$ cat config.mk
export PLATFORM = sky130hd
export DESIGN_NAME = arbiter_4to1_24bit
export DESIGN_NICKNAME = d
export VERILOG_FILES = /design/src/rtl/arbiter_4to1_24bit.sv
export SDC_FILE = /design/constraint.sdc
export NUM_CORES = 1
export LEC_CHECK = 0
export BUFFER_PORTS_ARGS = -buffer_cell sky130_fd_sc_hd__buf_2
export CAP_MARGIN = 20
export CORE_MARGIN = 2
export CORE_UTILIZATION = 51
export CTS_BUF_LIST = sky130_fd_sc_hd__clkbuf_4
export CTS_CLUSTER_SIZE = 25
export DETAILED_ROUTE_END_ITERATION = 8
export PLACE_DENSITY_LB_ADDON = 0.15
export REMOVE_ABC_BUFFERS = 1
export SLEW_MARGIN = 10
export SYNTH_ARGS = -nofsm -noshare
export SYNTH_HDL_FRONTEND = slang
export SYNTH_SLANG_ARGS = --single-unit
$ cat constraint.sdc
create_clock -name Clock -period 4.8 [get_ports Clock]
set_clock_uncertainty 0.05 [all_clocks]
set_input_delay 0.96 -clock Clock [delete_from_list [all_inputs] [get_ports Clock]]
set_output_delay 0.96 -clock Clock [all_outputs]
set_load 0.005 [all_outputs]
$ cat src/rtl/arbiter_4to1_24bit.sv
// rtl/arbiter_4to1_24bit.sv - round-robin 4:1 arbiter with burst lock and registered valid/ready output
module arbiter_4to1_24bit #(
    parameter int WIDTH     = 24,
    parameter int MAX_BURST = 4
) (
    input  logic             Clock,
    input  logic             Reset,
    input  logic [3:0]       Req,
    input  logic [3:0]       Lock,
    input  logic [WIDTH-1:0] In0,
    input  logic [WIDTH-1:0] In1,
    input  logic [WIDTH-1:0] In2,
    input  logic [WIDTH-1:0] In3,
    input  logic             OutReady,
    output logic [3:0]       Ack,
    output logic [1:0]       Select,
    output logic [WIDTH-1:0] Out,
    output logic             OutValid
);

    typedef enum logic [1:0] {
        IDLE   = 2'd0,
        FULL   = 2'd1,
        LOCKED = 2'd2
    } state_t;

    localparam logic [3:0] MAX_B = 4'(MAX_BURST);

    state_t           state, state_nxt;
    logic [1:0]       last, last_nxt;
    logic [3:0]       burst_cnt, burst_nxt, burst_inc;
    logic [WIDTH-1:0] out_q, out_nxt, win_data;
    logic [1:0]       winner, cand;
    logic             locked, load, any_req, grant;

    assign locked   = (state == LOCKED);
    assign OutValid = (state != IDLE);
    assign Out      = out_q;
    assign load     = !OutValid || OutReady;
    assign any_req  = |Req;
    assign grant    = load && any_req && !Reset;

    // Scan from farthest to nearest so the nearest requester after last wins.
    always_comb begin
        winner = last;
        cand   = last;
        if (!(locked && Req[last])) begin
            for (int k = 4; k >= 1; k--) begin
                cand = last + 2'(k);
                if (Req[cand]) winner = cand;
            end
        end
    end

    always_comb begin
        case (winner)
            2'd0:    win_data = In0;
            2'd1:    win_data = In1;
            2'd2:    win_data = In2;
            default: win_data = In3;
        endcase
    end

    always_comb begin
        Ack = 4'b0000;
        if (grant) Ack[winner] = 1'b1;
    end

    always_comb begin
        if (Reset)      Select = 2'd0;
        else if (grant) Select = winner;
        else            Select = last;
    end

    assign burst_inc = (winner == last && locked) ? burst_cnt + 4'd1 : 4'd1;

    always_comb begin
        state_nxt = state;
        last_nxt  = last;
        burst_nxt = burst_cnt;
        out_nxt   = out_q;
        if (load) begin
            if (any_req) begin
                out_nxt   = win_data;
                last_nxt  = winner;
                burst_nxt = burst_inc;
                state_nxt = (Lock[winner] && (burst_inc < MAX_B)) ? LOCKED : FULL;
            end else begin
                // An idle cycle drops the lock; no reservation for the owner.
                state_nxt = IDLE;
            end
        end
    end

    always_ff @(posedge Clock) begin
        if (Reset) begin
            state     <= IDLE;
            last      <= 2'd3;
            burst_cnt <= 4'd0;
            out_q     <= '0;
        end else begin
            state     <= state_nxt;
            last      <= last_nxt;
            burst_cnt <= burst_nxt;
            out_q     <= out_nxt;
        end
    end

endmodule

After elaboration in Yosys (flattened, before gate mapping)
Index checks and enable logic that the tools add are counted.
Word-level totals
  word-level logic and storage cells: 55
  input bits: 107
  output and inout port bits: 31
  flip-flop bits (word level): 32
Operators by class
  reductions and logical operators: 13
  $add $sub $neg: 4
  $lt $le $gt $ge: 7
  equal/unequal tests: 4
  mux-type cells: 23
Operators by type and width (count)
  $pmux 24 s3: 1
  $mux 2: 8
  $lt 2x3->1 const B: 5
  $bmux 1 s2: 5
  $mux 4: 2
  $logic_and 1x1->1: 6
  $mux 1: 6
  $add 2x2->2 const B: 2
  $add 4x1->4 const B: 1
  $eq 2x2->1 const B: 2
  $lt 4x3->1 const B: 1
  $reduce_or 4->1: 1
  $add 2x1->2 const B: 1
  $demux 1 s2: 1
  $eq 2x1->1 const B: 1
  $eq 2x2->1: 1
  $ge 2x1->1 const B: 1
  $logic_not 1->1: 2
  $logic_not 2->1: 1
  $reduce_and 2->1: 1
  $reduce_bool 2->1: 1
  $logic_or 1x1->1: 1

Depth between registers and ports, before layout
  depth in word-level cells: 14
  depth in mapped cells: 8
  gate-level depth less buffers: 6

Worst setup path after synthesis
OpenSTA, ideal clock, no wires.
  path type: in2out
  start: input port Req[1]
  end: output port Ack[1]
  buffers on the path: 2
  required time: 3790 ps
  stages: 7
  arrival time: 2311 ps
  path slack: 1479 ps
  cells stage by stage: mux2_2 > o211ai_1 > and4_1 > buf_2 > buf_4 > nor2_1 > nor3_1
On the way
  word-level cells in the longest chain between the ends: 11
  elaborated cells on any way between the ends: 22
  those cells by class: order compare: 2; mux: 15; reduce/logical: 5
RTL lines
  from (decl): RTL line 8  | input logic [3:0] Req,
  $bmux 1 s2: RTL line 50  | if (Req[cand]) winner = cand;
  $mux 1 (not written as such): RTL line 50
  $mux 2 (3 in a row): RTL line 50
  $mux 2: RTL line 47  | if (!(locked && Req[last])) begin
  $lt 2x3->1 (not written as such) / $ge 2x1->1 (equally long branches): RTL line 66  | if (grant) Ack[winner] = 1'b1;
  $logic_and 1x1->1 (not written as such): RTL line 66
  $mux 1 (not written as such): RTL line 66
  $demux 1 s2: RTL line 66
  $mux 4 (*): RTL line 66
  to (decl): RTL line 15  | output logic [3:0] Ack,
Mark *: on every way between the ends. The rest lies on a longest branch, timed or not. The select of a mux whose other input is x is not followed.

Worst setup path in the final report
  start: register last[0]
  end: output port Ack[1]
On the way
  word-level cells in the longest chain between the ends: 12
  elaborated cells on any way between the ends: 22
  those cells by class: add/sub: 3; order compare: 2; mux: 15; reduce/logical: 2
RTL lines
  from (decl): RTL line 30  | logic [1:0] last, last_nxt;
  from (signal assigned): RTL line 103  | last <= last_nxt;
  $add 2x2->2: RTL line 49  | cand = last + 2'(k);
  $bmux 1 s2: RTL line 50
  $mux 1 (not written as such): RTL line 50
  $mux 2 (3 in a row): RTL line 50
  $mux 2 (*): RTL line 47
  $lt 2x3->1 (not written as such) / $ge 2x1->1 (equally long branches): RTL line 66
  $logic_and 1x1->1 (not written as such): RTL line 66
  $mux 1 (not written as such): RTL line 66
  $demux 1 s2 (*): RTL line 66
  $mux 4 (*): RTL line 66
Marks and branches as above.

==> results.json <==
{
  "initial_core_util_pct": 52.6,
  "status": "finished clean",
  "synthSimpleGateAreaFrac_pct": 31.8,
  "synth-xor-area-share_pct": 0,
  "synth-edff-count": 0,
  "startpoint_type": "register",
  "ys_warn_count": 0,
  "clkLatencyLatePin_ps": 340,
  "clk_path_buf_depth": 2,
  "fin_cells": 493,
  "syn2layout_area_growth_pct": 27.2,
  "critical_path_arrival_ps": 2620,
  "synth.distinct_cells": 46,
  "p_leak_nw": 1.45,
  "path_buf_inv": 1,
  "synth_area_leaders": "dfxtp_1, and4_1, a2111oi_2",
  "port_buffers": 137,
  "crit_chain": "mux2_2 > o211ai_1 > and4_2 > nor2_1 > nor3_1 > buf_2",
  "ios": 138,
  "synth_area_per_cell_um2": 8.73,
  "grt_pass1_vias": 2887,
  "clock-sinks": 32,
  "crit_path_max_incr_delay_ps": 650,
  "ys_ff_latch": 32,
  "synthAdderAreaFrac_pct": 0.466,
  "drcViolationCount": 0,
  "cp-end-kind": "primary output",
  "finalHoldViolCount": 0,
  "layout_min_cycle_time_ps": 3630,
  "hp-class": "register to register",
  "setup_violations": 0,
  "cts_setup_buffers": 0,
  "clk_pin_slew_worst_paths_ps": 100,
  "grt_pass1_wl_mm": 13.6,
  "clock.fmax_mhz": 275,
  "synth-compound-area-share_pct": 36.0,
  "critPathMaxFanout": 15,
  "ys_async_sr_fraction_pct": 0,
  "cts-root-buf": "clkbuf_4",
  "synth_top_family_by_area": "compound AO/OA/AOI/OAI gates",
  "synthFlopType": "dfxtp_1",
  "cts-resized-gates": 0,
  "first_pass_iters": 4,
  "postCtsHoldBufs": 0,
  "wl_per_cell_um": 16.9,
  "rsz0062_at_grt": "no",
  "routed_wirelength_mm": 8.35,
  "grtUsageTotal_pct": 27.9,
  "powerDensity_nw_per_um2": 554,
  "vias_per_cell": 6.32,
  "grt_max_degree": 53,
  "fp.dieW_um": 76.6,
  "n_antenna_cell": 0,
  "syn-cell-area_um2": 2690,
  "antenna_found_initial": 0,
  "worst_pin_slew_ps": 1040,
  "dp_hpwl_mm": 5.92,
  "drive_gt1_share_pct": 44.9,
  "crit_family": "simple AND/OR/NAND/NOR gates",
  "synthMuxAreaShare_pct": 1.35,
  "post-synth-top-area-cell": "dfxtp_1",
  "setup_tns_ps": 0,
  "place_congestion": 0.785,
  "max_slew_margin_pct": 30.8,
  "critPathKind": "register to primary output",
  "die_h_um": 76.6,
  "critPathSlowestCell": "dfxtp_1",
  "die_area_um2": 5870,
  "fin_nets": 531,
  "utilization_pct": 66.9,
  "drv_cap": 0,
  "cts_tree": "yes",
  "final_max_slew_viol_count": 0,
  "synth_cells": 308,
  "yosysTopAreaCellShare_pct": 23.8,
  "placeableCoreArea_um2": 5110,
  "drt-initial-drc-count": 201,
  "ir_worst_vdd_mv": 0.232,
  "num-fill-cells": 457,
  "seq_area_frac_synth_pct": 23.8,
  "cp.required_ps": 3790,
  "dpl.cell_count": 486,
  "placementRows": 26,
  "numCtsBuffers": 5,
  "num_vias": 3118,
  "fin_crit_sh_pct": 75.7,
  "grt_remaining_overflow": 0,
  "cts-htree-levels": 2,
  "final_antenna_net_count": 0
}
[power by group]
group | internal, W | switching, W
clock network | 0.0000596 | 0.0000942
registers | 0.000388 | 0.0000892
logic | 0.000555 | 0.000709
total | 0.00100 | 0.000892
[worst reg2reg max path, cell delays in order (launching register included)]
cell	delay [ps]
dfxtp_1	650
mux2i_1	400
o2111ai_4	320
nand3_2	220
buf_4	550
a221oi_1	230
o41a_1	440
[layout make-up]
cell class	count	area [µm²]	area share, %
clock inverters	1	5.00	0.146
repair buffers	146	753	22.0
inverters	2	7.51	0.220
clock buffers	6	45.0	1.32
well taps	70	87.6	2.56
flip-flops and latches	32	641	18.7
multi-input cells	236	1880	55.0
[layout by cell type, fill, tap and decap left out, types with 4 or more instances in the layout]
| master | Yosys | layout |
|---|---|---|
| nor2_1 | 18 | 17 |
| nand2_1 | 30 | 30 |
| o31ai_1 | 25 | 25 |
| dfxtp_1 | 32 | 32 |
| and4_1 | 51 | 50 |
| a221oi_1 | 25 | 25 |
| buf_2 | 9 | 137 |
| nor3_1 | 7 | 7 |
| clkbuf_4 | 0 | 6 |
| buf_4 | 2 | 9 |
| a21oi_1 | 5 | 5 |
| nand2b_1 | 7 | 7 |
| a2111oi_2 | 25 | 25 |
| nor2b_1 | 4 | 4 |
[final timing paths]
check             end  startpoint  slack (ps)  cells past startpoint
max reg2reg  state[0]     last[0]        1830                      6
min            Out[0]      Out[0]         400                      2
max            Ack[1]     last[0]        1170                      6
min reg2reg    Out[0]      Out[0]         400                      2
[kinds of logic (layout without fill, tap and decap cells)]
kind of cell | after synthesis | after routing
and+or+nand+nor | 134 | 134
AOI/OAI and AO/OA | 98 | 98
buffers and inverters | 40 | 155
DFF | 32 | 32
muxes | 3 | 3
adders and majority gates | 1 | 1
[sequential cells by signal, summed over array words and instances (netlist names)]
| signal | flops |
|---|---|
| burst_cnt | 4 |
| last | 2 |
| state | 2 |
| Out | 24 |
[synthesized netlist by cell type, drive strengths merged, types with 4 or more instances]
cell type	n
buf	12
o21ai	4
nand2	30
clkbuf	26
nor3	7
and4	51
nor2b	4
o31ai	25
dfxtp	32
nand2b	7
a21oi	5
nand3	5
a2111oi	25
a221oi	25
nor2	18
[metal layers]
metal | GRT usage, % | part of all wire (%)
met5 | 0 | 0
met4 | 10.2 | 2.2
met2 | 46.6 | 49
met3 | 5.45 | 7.2
met1 | 35.6 | 42
[stage by stage]
step / setup slack (ps) / total power, W / hold slack, ps / instance area (µm²)
after floorplan: 490 / 0.00132 / 399 / 2520
after global routing: 969 / 0.00205 / 431 / 3420
final: 1170 / 0.00189 / 405 / 3420
after global placement: 1250 / 0.00171 / 380 / 3370
after detailed placement: 1190 / 0.00174 / 387 / 3370
after CTS: 1180 / 0.00190 / 410 / 3420
Power figures use the tool's default switching activity.
